[src/rtl/eth_ptp_pkg.sv]
// Shared PTP timestamp definitions for the Ethernet TX/RX timestamping blocks.
// Covers the ToD field layout and adding an egress/ingress offset in nanoseconds.
package eth_ptp_pkg;

  localparam logic [31:0] NS_PER_SEC = 32'd1_000_000_000;

  localparam int TOD_FNS_LSB = 0;
  localparam int TOD_FNS_W   = 16;
  localparam int TOD_NS_LSB  = 16;
  localparam int TOD_NS_W    = 32;
  localparam int TOD_SEC_LSB = 48;
  localparam int TOD_SEC_W   = 48;
  localparam int TS_EXT_W    = 96;

  typedef enum logic {
    PTP_FMT_64  = 1'b0,
    PTP_FMT_TOD = 1'b1
  } ptp_fmt_e;

  // ToD carries nanoseconds into seconds; the flat format adds ns above the 16 fractional bits.
  function automatic logic [TS_EXT_W-1:0] ptp_ts_add_ns(
    input logic [TS_EXT_W-1:0] ts,
    input logic [31:0]         ns,
    input ptp_fmt_e            fmt
  );
    logic [TOD_NS_W:0]    ns_sum;
    logic [TOD_SEC_W-1:0] sec;
    logic [63:0]          flat;
    logic [TS_EXT_W-1:0]  res;
    ns_sum = '0;
    sec    = '0;
    flat   = '0;
    res    = '0;
    case (fmt)
      PTP_FMT_TOD: begin
        sec    = ts[TOD_SEC_LSB +: TOD_SEC_W];
        ns_sum = {1'b0, ts[TOD_NS_LSB +: TOD_NS_W]} + {1'b0, ns};
        if (ns_sum >= {1'b0, NS_PER_SEC}) begin
          ns_sum = ns_sum - {1'b0, NS_PER_SEC};
          sec    = sec + 48'd1;
        end else begin
          sec    = sec;
        end
        res = {sec, ns_sum[TOD_NS_W-1:0], ts[TOD_FNS_LSB +: TOD_FNS_W]};
      end
      default: begin
        flat = ts[63:0] + {16'd0, ns, 16'd0};
        res  = {32'd0, flat};
      end
    endcase
    return res;
  endfunction

endpackage

[src/rtl/eth_ts_fifo.sv]
// First-word-fall-through FIFO for timestamp records, shared by TX and RX capture.
// A push into a full FIFO is accepted only when a pop happens in the same cycle.
module eth_ts_fifo #(
  parameter int WIDTH = 112,
  parameter int DEPTH = 4
) (
  input  logic                   clk,
  input  logic                   rst,
  input  logic                   push_i,
  input  logic [WIDTH-1:0]       push_data_i,
  input  logic                   pop_i,
  output logic [WIDTH-1:0]       pop_data_o,
  output logic                   full_o,
  output logic                   empty_o,
  output logic [$clog2(DEPTH):0] count_o
);

  localparam int AW = $clog2(DEPTH);

  logic [AW:0]      wr_ptr_q, wr_ptr_d;
  logic [AW:0]      rd_ptr_q, rd_ptr_d;
  logic [WIDTH-1:0] mem_q [DEPTH];
  logic             push_ok_s;
  logic             pop_ok_s;

  assign empty_o   = (wr_ptr_q == rd_ptr_q);
  assign full_o    = (wr_ptr_q[AW] != rd_ptr_q[AW]) &&
                     (wr_ptr_q[AW-1:0] == rd_ptr_q[AW-1:0]);
  assign count_o   = wr_ptr_q - rd_ptr_q;
  assign pop_ok_s  = pop_i && !empty_o;
  assign push_ok_s = push_i && (!full_o || pop_ok_s);
  // Head is masked when empty so a freshly reset FIFO presents all-zero data.
  assign pop_data_o = empty_o ? '0 : mem_q[rd_ptr_q[AW-1:0]];

  always_comb begin
    wr_ptr_d = wr_ptr_q;
    rd_ptr_d = rd_ptr_q;
    if (push_ok_s) begin
      wr_ptr_d = wr_ptr_q + {{AW{1'b0}}, 1'b1};
    end else begin
      wr_ptr_d = wr_ptr_q;
    end
    if (pop_ok_s) begin
      rd_ptr_d = rd_ptr_q + {{AW{1'b0}}, 1'b1};
    end else begin
      rd_ptr_d = rd_ptr_q;
    end
  end

  always_ff @(posedge clk) begin
    if (!rst) begin
      wr_ptr_q <= '0;
      rd_ptr_q <= '0;
    end else begin
      wr_ptr_q <= wr_ptr_d;
      rd_ptr_q <= rd_ptr_d;
    end
  end

  always_ff @(posedge clk) begin
    if (push_ok_s) begin
      mem_q[wr_ptr_q[AW-1:0]] <= push_data_i;
    end
  end

endmodule

[src/rtl/eth_tx_ptp_ts_capture.sv]
// TX PTP timestamp capture: zero-latency AXI-stream pass-through that timestamps
// the first beat of requesting frames, adds the egress offset and buffers {tag, ts}.
module eth_tx_ptp_ts_capture
  import eth_ptp_pkg::*;
#(
  parameter int DATA_WIDTH     = 64,
  parameter int KEEP_WIDTH     = DATA_WIDTH / 8,
  parameter int PTP_TS_FMT_TOD = 1,
  parameter int PTP_TS_WIDTH   = (PTP_TS_FMT_TOD != 0) ? 96 : 64,
  parameter int TAG_WIDTH      = 16,
  parameter int TS_OFFSET_NS   = 0,
  parameter int FIFO_DEPTH     = 4,
  parameter int USER_WIDTH     = TAG_WIDTH + 2
) (
  input  logic                    clk,
  input  logic                    rst,
  input  logic [DATA_WIDTH-1:0]   s_axis_tdata,
  input  logic [KEEP_WIDTH-1:0]   s_axis_tkeep,
  input  logic                    s_axis_tvalid,
  output logic                    s_axis_tready,
  input  logic                    s_axis_tlast,
  input  logic [USER_WIDTH-1:0]   s_axis_tuser,
  output logic [DATA_WIDTH-1:0]   m_axis_tdata,
  output logic [KEEP_WIDTH-1:0]   m_axis_tkeep,
  output logic                    m_axis_tvalid,
  output logic                    m_axis_tlast,
  output logic                    m_axis_tuser,
  input  logic                    m_axis_tready,
  input  logic [PTP_TS_WIDTH-1:0] ptp_time,
  output logic [PTP_TS_WIDTH-1:0] m_ts,
  output logic [TAG_WIDTH-1:0]    m_ts_tag,
  output logic                    m_ts_valid,
  input  logic                    m_ts_ready,
  output logic [15:0]             ts_drop_count
);

  localparam ptp_fmt_e TS_FMT = (PTP_TS_FMT_TOD != 0) ? PTP_FMT_TOD : PTP_FMT_64;
  localparam int       REC_W  = TAG_WIDTH + PTP_TS_WIDTH;

  logic                    in_frame_q, in_frame_d;
  logic                    cap_valid_q, cap_valid_d;
  logic [PTP_TS_WIDTH-1:0] cap_ts_q, cap_ts_d;
  logic [TAG_WIDTH-1:0]    cap_tag_q, cap_tag_d;
  logic [15:0]             drop_cnt_q, drop_cnt_d;

  logic                    hs_s;
  logic                    sof_s;
  logic                    ts_req_s;
  logic [TAG_WIDTH-1:0]    tag_s;
  logic [TS_EXT_W-1:0]     cap_ext_s;
  logic [TS_EXT_W-1:0]     ts_sum_s;
  logic [REC_W-1:0]        fifo_wdata_s;
  logic [REC_W-1:0]        fifo_rdata_s;
  logic                    fifo_full_s;
  logic                    fifo_empty_s;
  logic                    ts_pop_s;
  logic                    ts_drop_s;

  assign m_axis_tdata  = s_axis_tdata;
  assign m_axis_tkeep  = s_axis_tkeep;
  assign m_axis_tvalid = s_axis_tvalid;
  assign m_axis_tlast  = s_axis_tlast;
  assign m_axis_tuser  = s_axis_tuser[0];
  assign s_axis_tready = m_axis_tready;

  assign hs_s     = s_axis_tvalid && m_axis_tready;
  assign sof_s    = hs_s && !in_frame_q;
  assign ts_req_s = s_axis_tuser[1];
  assign tag_s    = s_axis_tuser[2 +: TAG_WIDTH];

  // Frame tracking and capture stage: ptp_time is sampled on the SOF handshake itself.
  always_comb begin
    in_frame_d  = in_frame_q;
    cap_valid_d = 1'b0;
    cap_ts_d    = cap_ts_q;
    cap_tag_d   = cap_tag_q;
    if (hs_s) begin
      in_frame_d = !s_axis_tlast;
    end else begin
      in_frame_d = in_frame_q;
    end
    if (sof_s && ts_req_s) begin
      cap_valid_d = 1'b1;
      cap_ts_d    = ptp_time;
      cap_tag_d   = tag_s;
    end else begin
      cap_valid_d = 1'b0;
    end
  end

  always_comb begin
    cap_ext_s                     = '0;
    cap_ext_s[PTP_TS_WIDTH-1:0]   = cap_ts_q;
  end

  assign ts_sum_s     = ptp_ts_add_ns(cap_ext_s, 32'(TS_OFFSET_NS), TS_FMT);
  assign fifo_wdata_s = {cap_tag_q, ts_sum_s[PTP_TS_WIDTH-1:0]};
  assign ts_pop_s     = m_ts_valid && m_ts_ready;
  assign ts_drop_s    = cap_valid_q && fifo_full_s && !ts_pop_s;

  // Drop counter saturates so a stuck consumer never wraps it back to a small value.
  always_comb begin
    drop_cnt_d = drop_cnt_q;
    if (ts_drop_s && (drop_cnt_q != 16'hFFFF)) begin
      drop_cnt_d = drop_cnt_q + 16'd1;
    end else begin
      drop_cnt_d = drop_cnt_q;
    end
  end

  always_ff @(posedge clk) begin
    if (!rst) begin
      in_frame_q  <= 1'b0;
      cap_valid_q <= 1'b0;
      cap_ts_q    <= '0;
      cap_tag_q   <= '0;
      drop_cnt_q  <= 16'd0;
    end else begin
      in_frame_q  <= in_frame_d;
      cap_valid_q <= cap_valid_d;
      cap_ts_q    <= cap_ts_d;
      cap_tag_q   <= cap_tag_d;
      drop_cnt_q  <= drop_cnt_d;
    end
  end

  eth_ts_fifo #(
    .WIDTH (REC_W),
    .DEPTH (FIFO_DEPTH)
  ) u_ts_fifo (
    .clk         (clk),
    .rst         (rst),
    .push_i      (cap_valid_q),
    .push_data_i (fifo_wdata_s),
    .pop_i       (ts_pop_s),
    .pop_data_o  (fifo_rdata_s),
    .full_o      (fifo_full_s),
    .empty_o     (fifo_empty_s),
    .count_o     ()
  );

  assign m_ts_valid    = !fifo_empty_s;
  assign m_ts          = fifo_rdata_s[PTP_TS_WIDTH-1:0];
  assign m_ts_tag      = fifo_rdata_s[PTP_TS_WIDTH +: TAG_WIDTH];
  assign ts_drop_count = drop_cnt_q;

endmodule

[config.mk]
export PLATFORM = sky130hd
export DESIGN_NAME = eth_tx_ptp_ts_capture
export DESIGN_NICKNAME = d
export VERILOG_FILES = /design/src/rtl/eth_ptp_pkg.sv /design/src/rtl/eth_ts_fifo.sv /design/src/rtl/eth_tx_ptp_ts_capture.sv
export SDC_FILE = /design/constraint.sdc
export NUM_CORES = 1
export LEC_CHECK = 0
export BUFFER_PORTS_ARGS = -buffer_cell sky130_fd_sc_hd__buf_2
export CORE_MARGIN = 2
export CORE_UTILIZATION = 40
export CTS_BUF_LIST = sky130_fd_sc_hd__clkbuf_8 sky130_fd_sc_hd__clkbuf_16
export CTS_CLUSTER_DIAMETER = 150
export DETAILED_ROUTE_END_ITERATION = 6
export PLACE_DENSITY_LB_ADDON = 0.15
export SLEW_MARGIN = 20
export SYNTH_ARGS = -nofsm -noshare
export SYNTH_HDL_FRONTEND = slang
export SYNTH_HIERARCHICAL = 1
export SYNTH_SLANG_ARGS = --single-unit
[constraint.sdc]
create_clock -name clk -period 8 [get_ports clk]
set_input_delay 0.4 -clock clk [delete_from_list [all_inputs] [get_ports clk]]
set_output_delay 0.4 -clock clk [all_outputs]
set_load 0.02 [all_outputs]
**After elaboration in Yosys (flattened, before gate mapping)**

Memories as Yosys holds them, arrays and structs flattened. A register that Yosys moved wholly into a read port is not among the register bits.
Index checks and enable logic that the tools add are counted.

- Register bits: 136
- Bits in writable memories: 448
- Input bits: 192
- Output and inout bits: 205
- Memories: 1

Memory list:

| name | depth | bits a word | read ports | clocked after memory_dff | wr ports | line | text |
|---|---|---|---|---|---|---|---|
| u_ts_fifo.mem_q | 4 | 112 | 1 | 1 | 1 | eth_ts_fifo.sv:22 | `logic [WIDTH-1:0] mem_q [DEPTH];` |

- Add/sub/neg operators: 5
- Order comparisons: 1
- Equality and inequality tests: 4
- Multiplexer cells: 8
- Reductions and logical operators: 16

Operators by type and width:

| operator | count |
|---|---|
| 112-bit two-way mux | 1 |
| 48-bit by 1-bit adder with 48-bit output (second input constant) | 1 |
| 48-bit two-way mux | 1 |
| 32-bit by 30-bit greater-or-equal comparator with 1-bit output (second input constant) | 1 |
| 32-bit two-way mux | 1 |
| 32-bit by 30-bit subtractor with 32-bit output (second input constant) | 1 |
| 16-bit by 1-bit adder with 16-bit output (second input constant) | 1 |
| 16-bit != test (second input constant) | 1 |
| 1-bit logical AND | 10 |
| 3-bit by 1-bit adder with 3-bit output (second input constant) | 2 |
| 1-bit logical NOT | 5 |
| 2-bit two-way mux | 2 |
| 3-bit == test | 1 |
| 1-bit two-way mux | 3 |
| 2-bit == test | 1 |
| 1-bit logical OR | 1 |
| 1-bit != test | 1 |

**Longest topological paths before layout**

Gate-level depths: netlist (run 1).

- Depth after elaboration: 8
- Gate-level depth with buffers: 11
- Gate-level depth less buffers: 10

**Modules after synthesis**

The synthesis (run 1) kept the hierarchy.

Modules (own cells, without submodules):

| module | times used | cells each | area each (µm²) | sequential area each (µm²) |
|---|---|---|---|---|
| eth_ts_fifo | 1 | 766 | 17453.0 | 13613.1 |
| eth_tx_ptp_ts_capture | 1 | 903 | 6821.5 | 2602.5 |

**Least setup slack after synthesis (run 1)**

No wires, ideal clock.

- Path kind: reg-to-reg
- Start: register u_ts_fifo.wr_ptr_q[0]
- End: memory u_ts_fifo.mem_q[0][0] (enable)
- Arrival: 4.298 ns
- Setup slack: 3.218 ns
- Stages on the path, launching flop included: 9
- Buffers on the path: 1
- Period minus slack after synthesis: 4.782 ns
- Path through: dfxtp_1 > inv_1 > ha_1 > nand2_1 > nor2_2 > buf_2 > nor2b_1 > o31a_1 > and2_1

- Word-level cells in the longest chain between the ends: 8
- Elaborated cells between the ends (all ways): 11
- Those cells by class: eq/ne (2); mux (2); reduce/logical (7)

RTL lines:

| element | line | text |
|---|---|---|
| start, declared | eth_ts_fifo.sv:20 | `logic [AW:0] wr_ptr_q, wr_ptr_d;` |
| start signal, assigned | eth_ts_fifo.sv:55 | `wr_ptr_q <= wr_ptr_d;` |
| 3-bit == test | eth_ts_fifo.sv:26 | `assign empty_o = (wr_ptr_q == rd_ptr_q);` |
| via fifo_empty_s | eth_tx_ptp_ts_capture.sv:55 | `logic fifo_empty_s;` |
| 1-bit logical NOT | eth_tx_ptp_ts_capture.sv:142 | `assign m_ts_valid = !fifo_empty_s;` |
| 1-bit logical AND | eth_tx_ptp_ts_capture.sv:98 | `assign ts_pop_s = m_ts_valid && m_ts_ready;` |
| via ts_pop_s | eth_tx_ptp_ts_capture.sv:56 | `logic ts_pop_s;` |
| 1-bit logical AND | eth_ts_fifo.sv:30 | `assign pop_ok_s = pop_i && !empty_o;` |
| 1-bit logical OR | eth_ts_fifo.sv:31 | `assign push_ok_s = push_i && (!full_o \|\| pop_ok_s);` |
| 1-bit logical AND | eth_ts_fifo.sv:31 |  |
| 1-bit two-way mux | eth_ts_fifo.sv:61 | `if (push_ok_s) begin` |
| 1-bit two-way mux (not written as such) | eth_ts_fifo.sv:62 | `mem_q[wr_ptr_q[AW-1:0]] <= push_data_i;` |
| end, declared | eth_ts_fifo.sv:22 |  |

The timed path passes the listed nets, and every way through them passes these cells.

**Final worst setup path (run 1)**

- Start: register u_ts_fifo.wr_ptr_q[0]
- End: memory u_ts_fifo.mem_q[2][95] (enable)

The elaborated chain is that of the path after synthesis.

==> flow_metrics.py, run 1 <==
metrics = {
    "status": {
        "status": "complete, no violations",
    },
    "sta": {
        "tightest_slew_ns": 1.07,
        "period_minus_slack_ns": 4.23,
        "fin_crit_sh": 0.529,
        "fin_setup_tns_ns": 0,
        "whs_ns": 0.0393,
        "relSlewSlack": 0.286,
        "rsz0062_at_grt": "false",
        "drv_slew": 0,
        "setup_viol": 0,
        "max_freq_ghz": 0.236,
        "skew_ns": 0.0218,
        "hold_viol": 0,
    },
    "route": {
        "dr_wl_met2_mm": 28.4,
        "drt_iter0_drc": 725,
        "antenna_left": 0,
        "via_count": 13800,
        "finalWirelength_mm": 57.2,
        "wl_met1_mm": 24.5,
        "routed.top_layer": "met4",
        "avgRoutedWirePerCell_um": 21.3,
        "dr_wl_met3_mm": 2.85,
        "drt-pass1-iter-count": 5,
        "viasPerCell": 5.15,
        "drc": 0,
    },
    "die": {
        "die_x_um": 250,
        "core_mm2": 0.0601,
        "die-area_mm2": 0.0626,
        "pin_count": 397,
        "start_util": 0.403,
        "die_y_um": 250,
        "rows": 90,
    },
    "finish": {
        "final_cells": 2691,
        "final_layout_size_suffix_gt1_frac": 0.263,
        "final_cell_mix": "448 x edfxtp_1, 266 x nand2_1, 250 x buf_2",
        "seq_area_mm2": 0.0162,
        "design_area_mm2": 0.0281,
        "fillers": 5394,
        "multi_input_area_mm2": 0.00697,
        "syn_to_final_growth_pct": 15.8,
        "layout_commonest_cell": "edfxtp_1",
        "layout.nets": 2060,
    },
    "setup_path": {
        "cp-end-kind": "flop",
        "cp_num_buf_inv": 3,
        "critPathTopFamily": "buffers and inverters",
        "crit_path_max_incr_delay_ns": 0.65,
        "worst-path-max-fanout": 45,
        "critPathKind": "flop to flop",
        "cpMostUsedCell": "buf_4",
        "start_kind": "flop",
        "cp.required_ns": 8.24,
        "path_cells": "inv_1 -> ha_1 -> nand2_1 -> nor2_4 -> nor2b_1 -> o31a_1 -> and2_4 -> buf_4 -> buf_4",
        "critical_path.slowest_cell": "buf_4",
        "critPathArrivalTime_ns": 4.47,
    },
    "yosys": {
        "synth_cells": 1665,
        "syn_area_per_cell_um2": 14.6,
        "synth_nets": 1867,
        "yosysWarnings": 6,
        "syn_area_mm2": 0.0242,
    },
    "power": {
        "ir_worst_vdd_v": 0.000158,
        "cellPowerDensity_mw_per_mm2": 233,
        "p_leak_uw": 0.00957,
        "finalPower_uw": 6550,
    },
    "cts": {
        "ctsResizeCount": 0,
        "clk_pin_slew_ns": 0.06,
        "cts.sinks": 586,
        "htree_levels": 2,
        "cts_tree": "yes",
        "clockBufferDepth": 3,
        "numCtsBuffers": 60,
        "cts_hold_buf": 26,
        "postCtsSetupRepairBufs": 0,
        "clk_latency_ns": 0.61,
        "cts_root_buffer": "clkbuf_16",
    },
    "flow_run": {
        "maxCapViolations": 0,
    },
    "global_route": {
        "antenna_found_initial": 3,
        "grt_use_total": 0.182,
        "grt_pass1_wl_mm": 86.6,
        "overflow": 0,
        "grt_max_degree": 83,
        "grt_pass1_vias": 14200,
    },
    "placement": {
        "dp_hpwl_mm": 35.6,
        "io_buffers": 250,
        "place_inst": 2550,
        "place.gp.congestion": 0.777,
        "placed_area_mm2": 0.0256,
    },
    "hold_path": {
        "hold_path.class": "input port to flop",
    },
}
cell type report:
| cell class | count | area share |
|---|---|---|
| tap | 782 | 0.0349 |
| sequential | 586 | 0.578 |
| timing repair buffer | 293 | 0.0593 |
| clock inverter | 41 | 0.0173 |
| multi-input combinational | 902 | 0.248 |
| clock buffer | 71 | 0.0601 |
| antenna | 1 | 0.0000891 |
| inverter | 15 | 0.00209 |
power by group:
group / switching [µW] / total [µW] / internal [µW] / leakage [µW]
clock network: 1160 / 3010 / 1850 / 0.00109
logic: 137 / 222 / 85.6 / 0.00339
registers: 27.5 / 3320 / 3290 / 0.00509
total: 1320 / 6550 / 5230 / 0.00957
worst register-to-register path: stages (launching register included):
cell     delay [ns]
dfxtp_1        0.39
inv_1          0.11
ha_1           0.30
nand2_1        0.23
nor2_4         0.21
nor2b_1        0.37
o31a_1         0.33
and2_4         0.51
buf_4          0.64
buf_4          0.70
metrics by stage:
step / utilization / worst slack, ns
6_report: 0.467 / 3.77
5_1_grt: 0.467 / 3.43
4_1_cts: 0.466 / 3.62
3_5_place_dp: 0.426 / 3.68
3_3_place_gp: 0.426 / 3.75
2_1_floorplan: - / 3.24
per-layer routing:
layer,vias to the layer above,global-route usage
li1,6420,-
met1,6991,0.236
met2,335,0.309
met3,103,0.0361
met4,0,0.0559
met5,-,0
registers in the layout (all words and copies together), names as in the netlist, named ones only:
signal,count
in_frame_q,1
u_ts_fifo/rd_ptr_q,3
u_ts_fifo/wr_ptr_q,3
ts_drop_count,16
cap_tag_q,16
u_ts_fifo/mem_q,448
cap_ext_s,96
cap_valid_q,1
path summary, 6_finish.rpt:
path	start	to	slack (ns)	depth (start not counted)
setup / recovery	u_ts_fifo/wr_ptr_q[0]	u_ts_fifo/mem_q[2][95]	3.77	9
hold / removal	ptp_time[62]	cap_ext_s[62]	0.04	3
setup reg to reg	u_ts_fifo/wr_ptr_q[0]	u_ts_fifo/mem_q[2][95]	3.77	9
hold reg to reg	cap_ext_s[92]	cap_ext_s[92]	0.46	2
Power figures use the tool's default switching activity.
==> inputs of run 2 (changes only) <==
Clock period 8 ns to 3.9 ns, I/O delays scaled along.
==> flow_metrics.py, run 2 (synthesis gave the netlist of run 1 again) <==
metrics = {
    "power": {
        "cellPowerDensity_mw_per_mm2": 459,
        "power.switching_uw": 2860,
        "swShare": 0.215,
        "seqPwrFrac": 0.511,
        "ir_worst_vdd_v": 0.000285,
        "finalPower_uw": 13300,
        "p_leak_uw": 0.0100,
        "pwr-share-clk": 0.449,
        "combPwrFrac": 0.040,
        "p_int_uw": 10500,
    },
    "setup_path": {
        "rrSetupSlack_ns": 0.88,
        "r2r_cells": 8,
        "r2r_start": "u_ts_fifo/wr_ptr_q[0]",
        "cp.required_ns": 3.70,
        "worst-path-max-fanout": 62,
        "cp-end-kind": "primary output",
        "critPathArrivalTime_ns": 3.28,
        "r2r-end": "u_ts_fifo/mem_q[2][10]",
        "crit_start": "u_ts_fifo/wr_ptr_q[0]",
        "start_kind": "flop",
        "critPathKind": "flop to primary output",
    },
    "route": {
        "drc": 0,
        "antenna_left": 0,
        "viasPerCell": 5.10,
        "drt-pass1-iter-count": 5,
        "avgRoutedWirePerCell_um": 21.3,
        "drt_iter0_drc": 858,
        "finalWirelength_mm": 59.5,
        "via_count": 14300,
    },
    "die": {
        "die-area_mm2": 0.0626,
        "pin_count": 397,
        "die_x_um": 250,
        "core_mm2": 0.0601,
        "die_y_um": 250,
        "rows": 90,
        "start_util": 0.403,
    },
    "placement": {
        "place_inst": 2559,
        "dp_hpwl_mm": 36.8,
        "io_buffers": 250,
        "place.gp.congestion": 0.776,
        "dp_slack_ns": 0.896,
    },
    "hold_path": {
        "worstHoldEndpoint": "ts_drop_count[12]",
        "hold_path_startpoint": "rst",
        "min_path_cells": 2,
        "hold_path.class": "input port to flop",
    },
    "finish": {
        "layout_commonest_cell": "edfxtp_1",
        "post-route-util": 0.483,
        "layout.nets": 2161,
        "final_cells": 2794,
        "final_cell_mix": "448 x edfxtp_1, 266 x nand2_1, 250 x buf_2",
        "final_layout_size_suffix_gt1_frac": 0.250,
        "largest_reg_flops": 448,
        "syn_to_final_growth_pct": 19.9,
    },
    "sta": {
        "skew_ns": 0.0269,
        "rsz0062_at_grt": "false",
        "period_minus_slack_ns": 3.47,
        "fin_ws_ns": 0.428,
        "drv_slew": 0,
        "fin_crit_sh": 0.890,
        "hold_viol": 0,
        "relSlewSlack": 0.355,
        "setup_viol": 0,
        "tightest_slew_ns": 0.967,
        "max_freq_ghz": 0.288,
        "fin_setup_tns_ns": 0,
    },
    "cts": {
        "cts_tree": "yes",
        "htree_levels": 3,
        "clk_pin_slew_ns": 0.06,
        "cts_root_buffer": "clkbuf_16",
        "cts.sinks": 586,
        "numCtsBuffers": 66,
        "clk_latency_ns": 0.60,
        "clockBufferDepth": 3,
    },
    "global_route": {
        "grt_use_total": 0.190,
        "grt_pass1_wl_mm": 89.6,
        "antenna_found_initial": 3,
        "grt_max_degree": 67,
        "grt_pass1_vias": 14700,
        "overflow": 0,
    },
    "status": {
        "status": "complete, no violations",
    },
    "flow_run": {
        "maxCapViolations": 0,
    },
}
==> run 2: through the flow <==
stage               hold slack [ns]  area (µm²)
floorplan                     0.304       24200
global placement              0.390       25800
detailed placement            0.390       25800
CTS                          0.0235       29000
global route                 0.0613       29000
finish                       0.0685       29100
==> run 2: critical path, stage by stage (launching register included) <==
cell and delay [ns]:
dfxtp_1 0.39, inv_1 0.11, ha_1 0.28, nand2_1 0.16, nor2_4 0.13, buf_4 0.55
buf_4 0.62, nor2b_1 0.14, buf_2 0.19
==> run 2: how the worst max path moves through the flow <==
stage / slack (ns) / cells past startpoint / to
floorplan: 0.39 / 8 / u_ts_fifo/mem_q[0][0]
global placement: 0.97 / 8 / u_ts_fifo/mem_q[2][99]
detailed placement: 0.90 / 8 / u_ts_fifo/mem_q[2][99]
CTS: 0.30 / 8 / m_ts[65]
global route: 0.15 / 8 / m_ts[65]
finish: 0.43 / 8 / m_ts[65]
==> run 2: power groups by stage <==
stage	clock, µW	combinational (µW)	sequential [µW]
6_report	5980	533	6800
5_1_grt	6380	582	6810
4_1_cts	6130	541	6810
3_5_place_dp	0	451	6940
3_3_place_gp	0	444	6930
2_1_floorplan	0	368	6920
==> run 2: cell type report <==
type                       instances  area (µm²)
inverter                          15        58.8
fill                            5282       31100
clock inverter                    47         333
clock buffer                      73        1770
tap                              782         978
sequential                       586       16200
timing repair buffer             388        2710
multi-input combinational        902        6970
antenna                            1        2.50
==> run 2: layer usage <==
metal / routed length, µm / track usage
met2: 29300 / 0.319
met1: 25300 / 0.244
met4: 1530 / 0.0676
met5: 8 / 0.00463
met3: 3360 / 0.0393
==> run 2: what timing repair did <==
action / CTS / global route
resized for setup: 0 / 0
hold endpoints to repair: 113 / 0
hold buffers: 114 / 0
setup buffers: 0 / 0
